$ cat config.mk
export PLATFORM = sky130hd
export DESIGN_NAME = relogio_bcd_flat
export DESIGN_NICKNAME = d
export VERILOG_FILES = /design/src/rtl/relogio_pkg.sv /design/src/rtl/relogio_bcd_if.sv /design/src/rtl/divisor_tick.sv /design/src/rtl/relogio_bcd.sv /design/src/flat_wrapper.sv
export SDC_FILE = /design/constraint.sdc
export NUM_CORES = 1
export LEC_CHECK = 0
export BUFFER_PORTS_ARGS = -buffer_cell sky130_fd_sc_hd__buf_4
export CORE_MARGIN = 4
export CORE_UTILIZATION = 62
export CTS_CLUSTER_DIAMETER = 200
export DETAILED_ROUTE_END_ITERATION = 6
export PLACE_DENSITY = 0.84
export SYNTH_ARGS = -nofsm -noshare
export SYNTH_HDL_FRONTEND = slang
export SYNTH_HIERARCHICAL = 1
export SYNTH_SLANG_ARGS = --single-unit
$ cat constraint.sdc
create_clock -name clk -period 5.6 [get_ports clk]
set_clock_uncertainty 0.05 [all_clocks]
set_input_delay 0.28 -clock clk [delete_from_list [all_inputs] [get_ports clk]]
set_output_delay 0.28 -clock clk [all_outputs]
set_load 0.05 [all_outputs]
$ cat src/rtl/relogio_pkg.sv
// Shared BCD types, digit limits and reset hours for the relogio_bcd clock.
// Also holds the BCD increment helpers used by the digit chain.
package relogio_pkg;

    localparam int unsigned DIGIT_W = 4;

    typedef logic [DIGIT_W-1:0] bcd_t;

    // Tens and units of one two-digit field (seconds, minutes or hours).
    typedef struct packed {
        bcd_t t;
        bcd_t u;
    } bcd2_t;

    localparam bcd_t SEG_T_MAX   = 4'd5;
    localparam bcd_t HR_T_MAX    = 4'd2;
    localparam bcd_t HR_U_MAX_24 = 4'd3;
    localparam bcd_t BCD_U_MAX   = 4'd9;

    localparam bcd2_t HR_RST_24 = '{t: 4'd0, u: 4'd0};
    localparam bcd2_t HR_RST_12 = '{t: 4'd1, u: 4'd2};
    localparam bcd2_t HR12_PRE  = '{t: 4'd1, u: 4'd1};
    localparam bcd2_t HR12_MIN  = '{t: 4'd0, u: 4'd1};

    function automatic bcd2_t bcd2_inc(bcd2_t v);
        bcd2_t r;
        r = v;
        if (v.u == BCD_U_MAX) begin
            r.u = '0;
            r.t = v.t + 4'd1;
        end else begin
            r.u = v.u + 4'd1;
        end
        return r;
    endfunction

    function automatic logic is_59(bcd2_t v);
        return (v.t == SEG_T_MAX) && (v.u == BCD_U_MAX);
    endfunction

    function automatic bcd2_t inc_mod60(bcd2_t v);
        return is_59(v) ? '0 : bcd2_inc(v);
    endfunction

    function automatic bcd2_t inc_hour24(bcd2_t v);
        return ((v.t == HR_T_MAX) && (v.u == HR_U_MAX_24)) ? '0 : bcd2_inc(v);
    endfunction

endpackage

$ cat src/rtl/relogio_bcd_if.sv
// Control inputs and display outputs of relogio_bcd.
// The slave modport is the clock side; master is the controller/display side.
interface relogio_bcd_if;
    import relogio_pkg::*;

    logic run;
    logic set_en;
    logic inc_min;
    logic inc_hour;
    bcd_t sec_u;
    bcd_t sec_t;
    bcd_t min_u;
    bcd_t min_t;
    bcd_t hr_u;
    bcd_t hr_t;
    logic pm;
    logic tick_1hz;
    logic day_wrap;

    modport master (
        output run, set_en, inc_min, inc_hour,
        input  sec_u, sec_t, min_u, min_t, hr_u, hr_t, pm, tick_1hz, day_wrap
    );

    modport slave (
        input  run, set_en, inc_min, inc_hour,
        output sec_u, sec_t, min_u, min_t, hr_u, hr_t, pm, tick_1hz, day_wrap
    );

endinterface

$ cat src/rtl/divisor_tick.sv
// Prescaler counting 0..CLK_HZ-1 while enabled; tick is high in the terminal cycle.
// clr forces the count back to 0 (used while setting the clock).
module divisor_tick #(
    parameter int unsigned CLK_HZ = 50_000_000
) (
    input  logic clk,
    input  logic reset,
    input  logic en,
    input  logic clr,
    output logic tick
);

    localparam int unsigned CNT_W = $clog2(CLK_HZ);
    localparam logic [CNT_W-1:0] CNT_MAX = CNT_W'(CLK_HZ - 1);

    logic [CNT_W-1:0] cnt_q, cnt_d;

    assign tick = en && (cnt_q == CNT_MAX);

    always_comb begin
        cnt_d = cnt_q;
        if (clr) begin
            cnt_d = '0;
        end else if (en) begin
            cnt_d = tick ? '0 : cnt_q + CNT_W'(1);
        end
    end

    always_ff @(posedge clk) begin
        if (reset) begin
            cnt_q <= '0;
        end else begin
            cnt_q <= cnt_d;
        end
    end

endmodule

$ cat src/rtl/relogio_bcd.sv
// BCD time-of-day counter HH:MM:SS with run/hold and manual set mode.
// Define RELOGIO_FORMATO_12H_EN for 12 h format with pm flag (default is 24 h).
module relogio_bcd
    import relogio_pkg::*;
#(
    parameter int unsigned CLK_HZ = 50_000_000
) (
    input  logic           clk,
    input  logic           reset,
    relogio_bcd_if.slave   bus
);

    bcd2_t sec_q, sec_d, min_q, min_d, hr_q, hr_d, hr_inc;
    logic  pm_q, pm_d, pm_inc, hr_last;
    logic  tick_q, tick_d, wrap_q, wrap_d;
    logic  cnt_en, tc;

    assign cnt_en = bus.run && !bus.set_en;

    divisor_tick #(
        .CLK_HZ(CLK_HZ)
    ) u_divisor_tick (
        .clk  (clk),
        .reset(reset),
        .en   (cnt_en),
        .clr  (bus.set_en),
        .tick (tc)
    );

`ifdef RELOGIO_FORMATO_12H_EN
    localparam bcd2_t HR_RST = HR_RST_12;

    // 12 -> 01 keeps the half-day; 11 -> 12 flips it.
    always_comb begin
        hr_inc = bcd2_inc(hr_q);
        pm_inc = pm_q;
        if (hr_q == HR_RST_12) begin
            hr_inc = HR12_MIN;
        end else if (hr_q == HR12_PRE) begin
            hr_inc = HR_RST_12;
            pm_inc = ~pm_q;
        end
    end

    assign hr_last = (hr_q == HR12_PRE) && pm_q;
`else
    localparam bcd2_t HR_RST = HR_RST_24;

    assign hr_inc  = inc_hour24(hr_q);
    assign pm_inc  = 1'b0;
    assign hr_last = (hr_q.t == HR_T_MAX) && (hr_q.u == HR_U_MAX_24);
`endif

    always_comb begin
        sec_d  = sec_q;
        min_d  = min_q;
        hr_d   = hr_q;
        pm_d   = pm_q;
        tick_d = 1'b0;
        wrap_d = 1'b0;
        if (bus.set_en) begin
            sec_d = '0;
            if (bus.inc_min) begin
                min_d = inc_mod60(min_q);
            end
            if (bus.inc_hour) begin
                hr_d = hr_inc;
                pm_d = pm_inc;
            end
        end else if (tc) begin
            tick_d = 1'b1;
            sec_d  = inc_mod60(sec_q);
            if (is_59(sec_q)) begin
                min_d = inc_mod60(min_q);
                if (is_59(min_q)) begin
                    hr_d   = hr_inc;
                    pm_d   = pm_inc;
                    wrap_d = hr_last;
                end
            end
        end
    end

    always_ff @(posedge clk) begin
        if (reset) begin
            sec_q  <= '0;
            min_q  <= '0;
            hr_q   <= HR_RST;
            pm_q   <= 1'b0;
            tick_q <= 1'b0;
            wrap_q <= 1'b0;
        end else begin
            sec_q  <= sec_d;
            min_q  <= min_d;
            hr_q   <= hr_d;
            pm_q   <= pm_d;
            tick_q <= tick_d;
            wrap_q <= wrap_d;
        end
    end

    assign bus.sec_u    = sec_q.u;
    assign bus.sec_t    = sec_q.t;
    assign bus.min_u    = min_q.u;
    assign bus.min_t    = min_q.t;
    assign bus.hr_u     = hr_q.u;
    assign bus.hr_t     = hr_q.t;
    assign bus.pm       = pm_q;
    assign bus.tick_1hz = tick_q;
    assign bus.day_wrap = wrap_q;

endmodule

$ cat src/flat_wrapper.sv
// flat-port wrapper written by rule: the top's interface ports become plain ports
module relogio_bcd_flat import relogio_pkg::*;
#(
    parameter int unsigned CLK_HZ = 50_000_000
)
  (clk, reset, bus_run, bus_set_en, bus_inc_min, bus_inc_hour, bus_sec_u, bus_sec_t, bus_min_u, bus_min_t, bus_hr_u, bus_hr_t, bus_pm, bus_tick_1hz, bus_day_wrap);
  relogio_bcd_if bus_i ();
  input  logic clk;
  input  logic reset;
  input wire logic [$bits(bus_i.run)-1:0] bus_run;
  input wire logic [$bits(bus_i.set_en)-1:0] bus_set_en;
  input wire logic [$bits(bus_i.inc_min)-1:0] bus_inc_min;
  input wire logic [$bits(bus_i.inc_hour)-1:0] bus_inc_hour;
  output wire logic [$bits(bus_i.sec_u)-1:0] bus_sec_u;
  output wire logic [$bits(bus_i.sec_t)-1:0] bus_sec_t;
  output wire logic [$bits(bus_i.min_u)-1:0] bus_min_u;
  output wire logic [$bits(bus_i.min_t)-1:0] bus_min_t;
  output wire logic [$bits(bus_i.hr_u)-1:0] bus_hr_u;
  output wire logic [$bits(bus_i.hr_t)-1:0] bus_hr_t;
  output wire logic [$bits(bus_i.pm)-1:0] bus_pm;
  output wire logic [$bits(bus_i.tick_1hz)-1:0] bus_tick_1hz;
  output wire logic [$bits(bus_i.day_wrap)-1:0] bus_day_wrap;
  assign bus_i.run = bus_run;
  assign bus_i.set_en = bus_set_en;
  assign bus_i.inc_min = bus_inc_min;
  assign bus_i.inc_hour = bus_inc_hour;
  assign bus_sec_u = bus_i.sec_u;
  assign bus_sec_t = bus_i.sec_t;
  assign bus_min_u = bus_i.min_u;
  assign bus_min_t = bus_i.min_t;
  assign bus_hr_u = bus_i.hr_u;
  assign bus_hr_t = bus_i.hr_t;
  assign bus_pm = bus_i.pm;
  assign bus_tick_1hz = bus_i.tick_1hz;
  assign bus_day_wrap = bus_i.day_wrap;
  relogio_bcd #(.CLK_HZ(CLK_HZ)) u_core (.clk(clk), .reset(reset), .bus(bus_i));
endmodule
==> metrics.md <==
| Metric | Value |
|---|---|
| Worst relative slew slack | 37.5% |
| Maximum number of pins on one net before global-route repair | 27 |
| Number of placed I/O pins | 33 |
| Antenna cell count | 0 |
| WP data arrival | 3.76 ns |
| TritonCTS clock tree | done |
| Worst hold slack | 0.271 ns |
| Max capacitance violation total | 0 |
| Top Usage Layer GRT | met2 |
| Overflow after GRT | 0 |
| Total setup buffers inserted after CTS | 0 |
| Antenna violations before repair | 0 |
| Global Route met3 Usage | 3.87% |
| GR Util All Layers | 21.9% |
| Number of synthesized flops with an enable pin | 0 |
| NumNets Final | 365 |
| Count of H-tree levels built during CTS | 2 |
| Total of hold buffers inserted after clock tree synthesis | 0 |
| Average vias per placed instance | 6.11 |
| Unrepaired setup endpoints after global routing | false |
| R2R Setup Slk | 2.03 ns |
| Fraction of final layout cells with drive strength greater than 1 | 16.4% |
| Hold violation total from the final report | 0 |
| Final cycle utilization of the critical path | 63.7% |
| Post-Synthesis Cell Area | 2790 um2 |
| Buffers on Ports | 31 |
| Total Negative Setup Slacks | 0 ns |
| Status | finished clean |
| Primary FF master, synth | sky130_fd_sc_hd__dfxtp_1 |
| Clock tree root buffer cell | sky130_fd_sc_hd__clkbuf_8 |
| Layout-stage area growth over the synthesis result | 11.3% |
| Starting DRC count in detailed routing | 139 |
| Via count of the first global-routing pass | 2,206 |
| Total nets after synthesis | 341 |
| Routed length per placed instance | 14.9 um |
| Global-route wire length before repair | 9800 um |
| Leak Pwr | 1.13 nW |
| Ys async rst share | 0% |
| Via total after detailed routing | 2,438 |
| Top cell type's share of synthesized area | 37.3% |
| End point of the most critical hold path | u_core/u_divisor_tick/cnt_q[2]$_SDFFE_PP0P_ |
| Synth Area per Inst | 8.67 um2 |
| Max-slew violation count | 0 |
| Synth Warn # | 6 |
| DR pass1 iterations | 4 |
| Kind of launch point of the worst setup path | flip-flop |
| Transition time at the pin with the least slew margin | 0.931 ns |
| Crit Path Class | reg -> reg |
| Reg2reg start | u_core/u_divisor_tick/cnt_q[0]$_SDFFE_PP0P_ |
| Num Clock Sinks | 52 |
| Number of design rule violations left after detail routing | 0 |
| Clock transition at the registers of the reported paths | 0.10 ns |
| Area inside the core boundary | 4350 um2 |
| Leading post-synthesis cells by cell area | sky130_fd_sc_hd__dfxtp_1 (37%), sky130_fd_sc_hd__ha_1 (5.8%), sky130_fd_sc_hd__a21oi_1 (4.8%) |
| Antenna-violating nets left | 0 |
| Initial core utilization | 64.1% |
| Crit. End Element | flip-flop |
| Number of distinct library cells after synthesis | 58 |
| Maximum clock insertion buffer count | 2 |
| Hold path cells | 3 |
| Global-route met2 utilization | 37.0% |
| Die boundary width | 75.1 um |
| Hold path startpoint | bus_set_en |
| Cell count after synthesis | 322 |
| Fillers | 341 |
| Worst IR drop on VDD | 0.143 mV |
| Drt total wl | 5930 um |
| Flip-flop and latch count after synthesis | 52 |
| Row count | 24 |
| Power density normalized to cell area | 204 nW/um2 |
| HPWL after DPL | 4250 um |
| Minimum period implied by the final worst setup slack | 3.57 ns |
| Last weighted congestion value of the routability-driven placer | 0.819 |
| Capture instance of the worst register-to-register path | u_core/bus.min_t[0]$_SDFFE_PP0P_ |
| Met1 Track Usage GR | 28.2% |
| Register area share after synthesis | 37.3% |
| Largest driver fanout on the critical path | 13 |
| Insertion delay to the later sink of the worst-skew pair | 0.30 ns |
| Full die area | 5640 um2 |
| Number of buffers inserted during clock tree synthesis | 5 |
| Final setup violation count | 0 |
| Area taken by multi-input logic gates | 1630 um2 |
| Achievable clock frequency | 280 MHz |
| Count of cells along the worst register-to-register path | 8 |
| Worst path required time | 5.79 ns |
| Quantity of gates resized following cts | 0 |
| Cell accounting for the most synthesized area | sky130_fd_sc_hd__dfxtp_1 |
| Worst hold-check path type | in -> reg |
| Sequential cell area in the final layout | 1040 um2 |
| Die Y | 75.1 um |
## sequential cells by signal, summed over array words and instances, names as in the netlist
| signal | count |
|---|---|
| u_core/u_divisor_tick/cnt_q | 26 |
| u_core/bus.hr_t | 4 |
| u_core/bus.hr_u | 4 |
| u_core/bus.min_t | 4 |
| u_core/bus.min_u | 4 |
| u_core/bus.sec_t | 4 |
| u_core/bus.sec_u | 4 |
| u_core/bus.day_wrap | 1 |
| u_core/bus.tick_1hz | 1 |
## cell usage in the layout (no fill, tap or decap), drive strengths merged, types with 10 or more instances in the layout
master	n
or3	11
o21ai	18
inv	11
nand2	20
nand4	15
buf	32
xor2	10
ha	13
a21oi	29
nor2	30
nand3	17
or4	10
dfxtp	52
## Yosys cell counts (4+ instances only)
cell / number
sky130_fd_sc_hd__and2_1: 4
sky130_fd_sc_hd__xnor2_1: 4
sky130_fd_sc_hd__inv_1: 10
sky130_fd_sc_hd__ha_1: 13
sky130_fd_sc_hd__clkbuf_1: 5
sky130_fd_sc_hd__dfxtp_1: 52
sky130_fd_sc_hd__o32ai_1: 4
sky130_fd_sc_hd__nand4_1: 13
sky130_fd_sc_hd__and3b_1: 4
sky130_fd_sc_hd__or4_1: 9
sky130_fd_sc_hd__o21ai_0: 18
sky130_fd_sc_hd__nor2_1: 30
sky130_fd_sc_hd__nand3b_1: 5
sky130_fd_sc_hd__nor4b_1: 4
sky130_fd_sc_hd__buf_2: 5
sky130_fd_sc_hd__o31ai_1: 5
sky130_fd_sc_hd__xor2_1: 10
sky130_fd_sc_hd__nand2_1: 20
sky130_fd_sc_hd__a21oi_1: 27
sky130_fd_sc_hd__or3_1: 11
sky130_fd_sc_hd__nand3_1: 16
## logic make-up after synthesis
logic type | after synthesis | synth area share (%)
multiplexers | 2 | 0.807
AO/OA/AOI/OAI | 68 | 15.1
flip-flops | 52 | 37.3
buffers and inverters | 25 | 4.39
AND/OR/NAND/NOR | 147 | 32.0
adder cells (fa/ha/maj) | 13 | 5.83
other | 1 | 0.134
XOR/XNOR | 14 | 4.39
## worst max path at each step
stage	start	endpoint
after floorplan	bus_set_en	u_core/bus.min_u[2]$_SDFFE_PP0P_
after global placement	bus_set_en	u_core/bus.min_t[1]$_SDFFE_PP0P_
after detailed placement	bus_set_en	u_core/bus.min_t[1]$_SDFFE_PP0P_
after CTS	u_core/u_divisor_tick/cnt_q[0]$_SDFFE_PP0P_	u_core/bus.min_t[1]$_SDFFE_PP0P_
after global routing	u_core/u_divisor_tick/cnt_q[0]$_SDFFE_PP0P_	u_core/bus.min_t[3]$_SDFFE_PP0P_
final	u_core/u_divisor_tick/cnt_q[0]$_SDFFE_PP0P_	u_core/bus.min_t[0]$_SDFFE_PP0P_
## routing by layer
| layer | wire length (um) | vias up |
|---|---|---|
| met1 | 2820 | 1159 |
| met2 | 2850 | 38 |
| met5 | 0 | - |
| met4 | 55 | 0 |
| li1 | - | 1234 |
| met3 | 201 | 7 |
## critical path, stage by stage, from the launching register on
cell and delay, ns:
sky130_fd_sc_hd__dfxtp_1 0.40, sky130_fd_sc_hd__ha_1 0.18, sky130_fd_sc_hd__and3_1 0.35, sky130_fd_sc_hd__nand2_1 0.18, sky130_fd_sc_hd__nor3_1 0.79, sky130_fd_sc_hd__nand4b_4 0.32, sky130_fd_sc_hd__o31a_1 0.50, sky130_fd_sc_hd__or4_1 0.57
sky130_fd_sc_hd__a21oi_1 0.15
## stage by stage
step           instances  total power (W)  util (%)  setup WS (ns)  area (um2)
2_1_floorplan        322         0.000405         -           2.83        2790
4_1_cts              399         0.000638      71.4           2.09        3110
6_report             399         0.000633      71.4           2.03        3110
3_5_place_dp         391         0.000414      69.2           1.83        3010
5_1_grt              399         0.000654      71.4           1.77        3110
3_3_place_gp         391         0.000413      69.2           2.03        3010
## cell type report
cell class	instances	area share [%]
Multi-Input combinational cell	245	52.4
Clock buffer	6	2.66
Inverter	10	1.21
Sequential cell	52	33.5
Clock inverter	2	0.443
Timing Repair Buffer	32	7.73
Tap cell	52	2.09
## report_power, final
part	internal, W	total [W]	switching (W)
registers	0.000371	0.000374	0.00000275
clock network	0.000101	0.000228	0.000126
logic	0.00000958	0.0000311	0.0000215
total	0.000482	0.000633	0.000151
(Power assumes the default switching activity.)
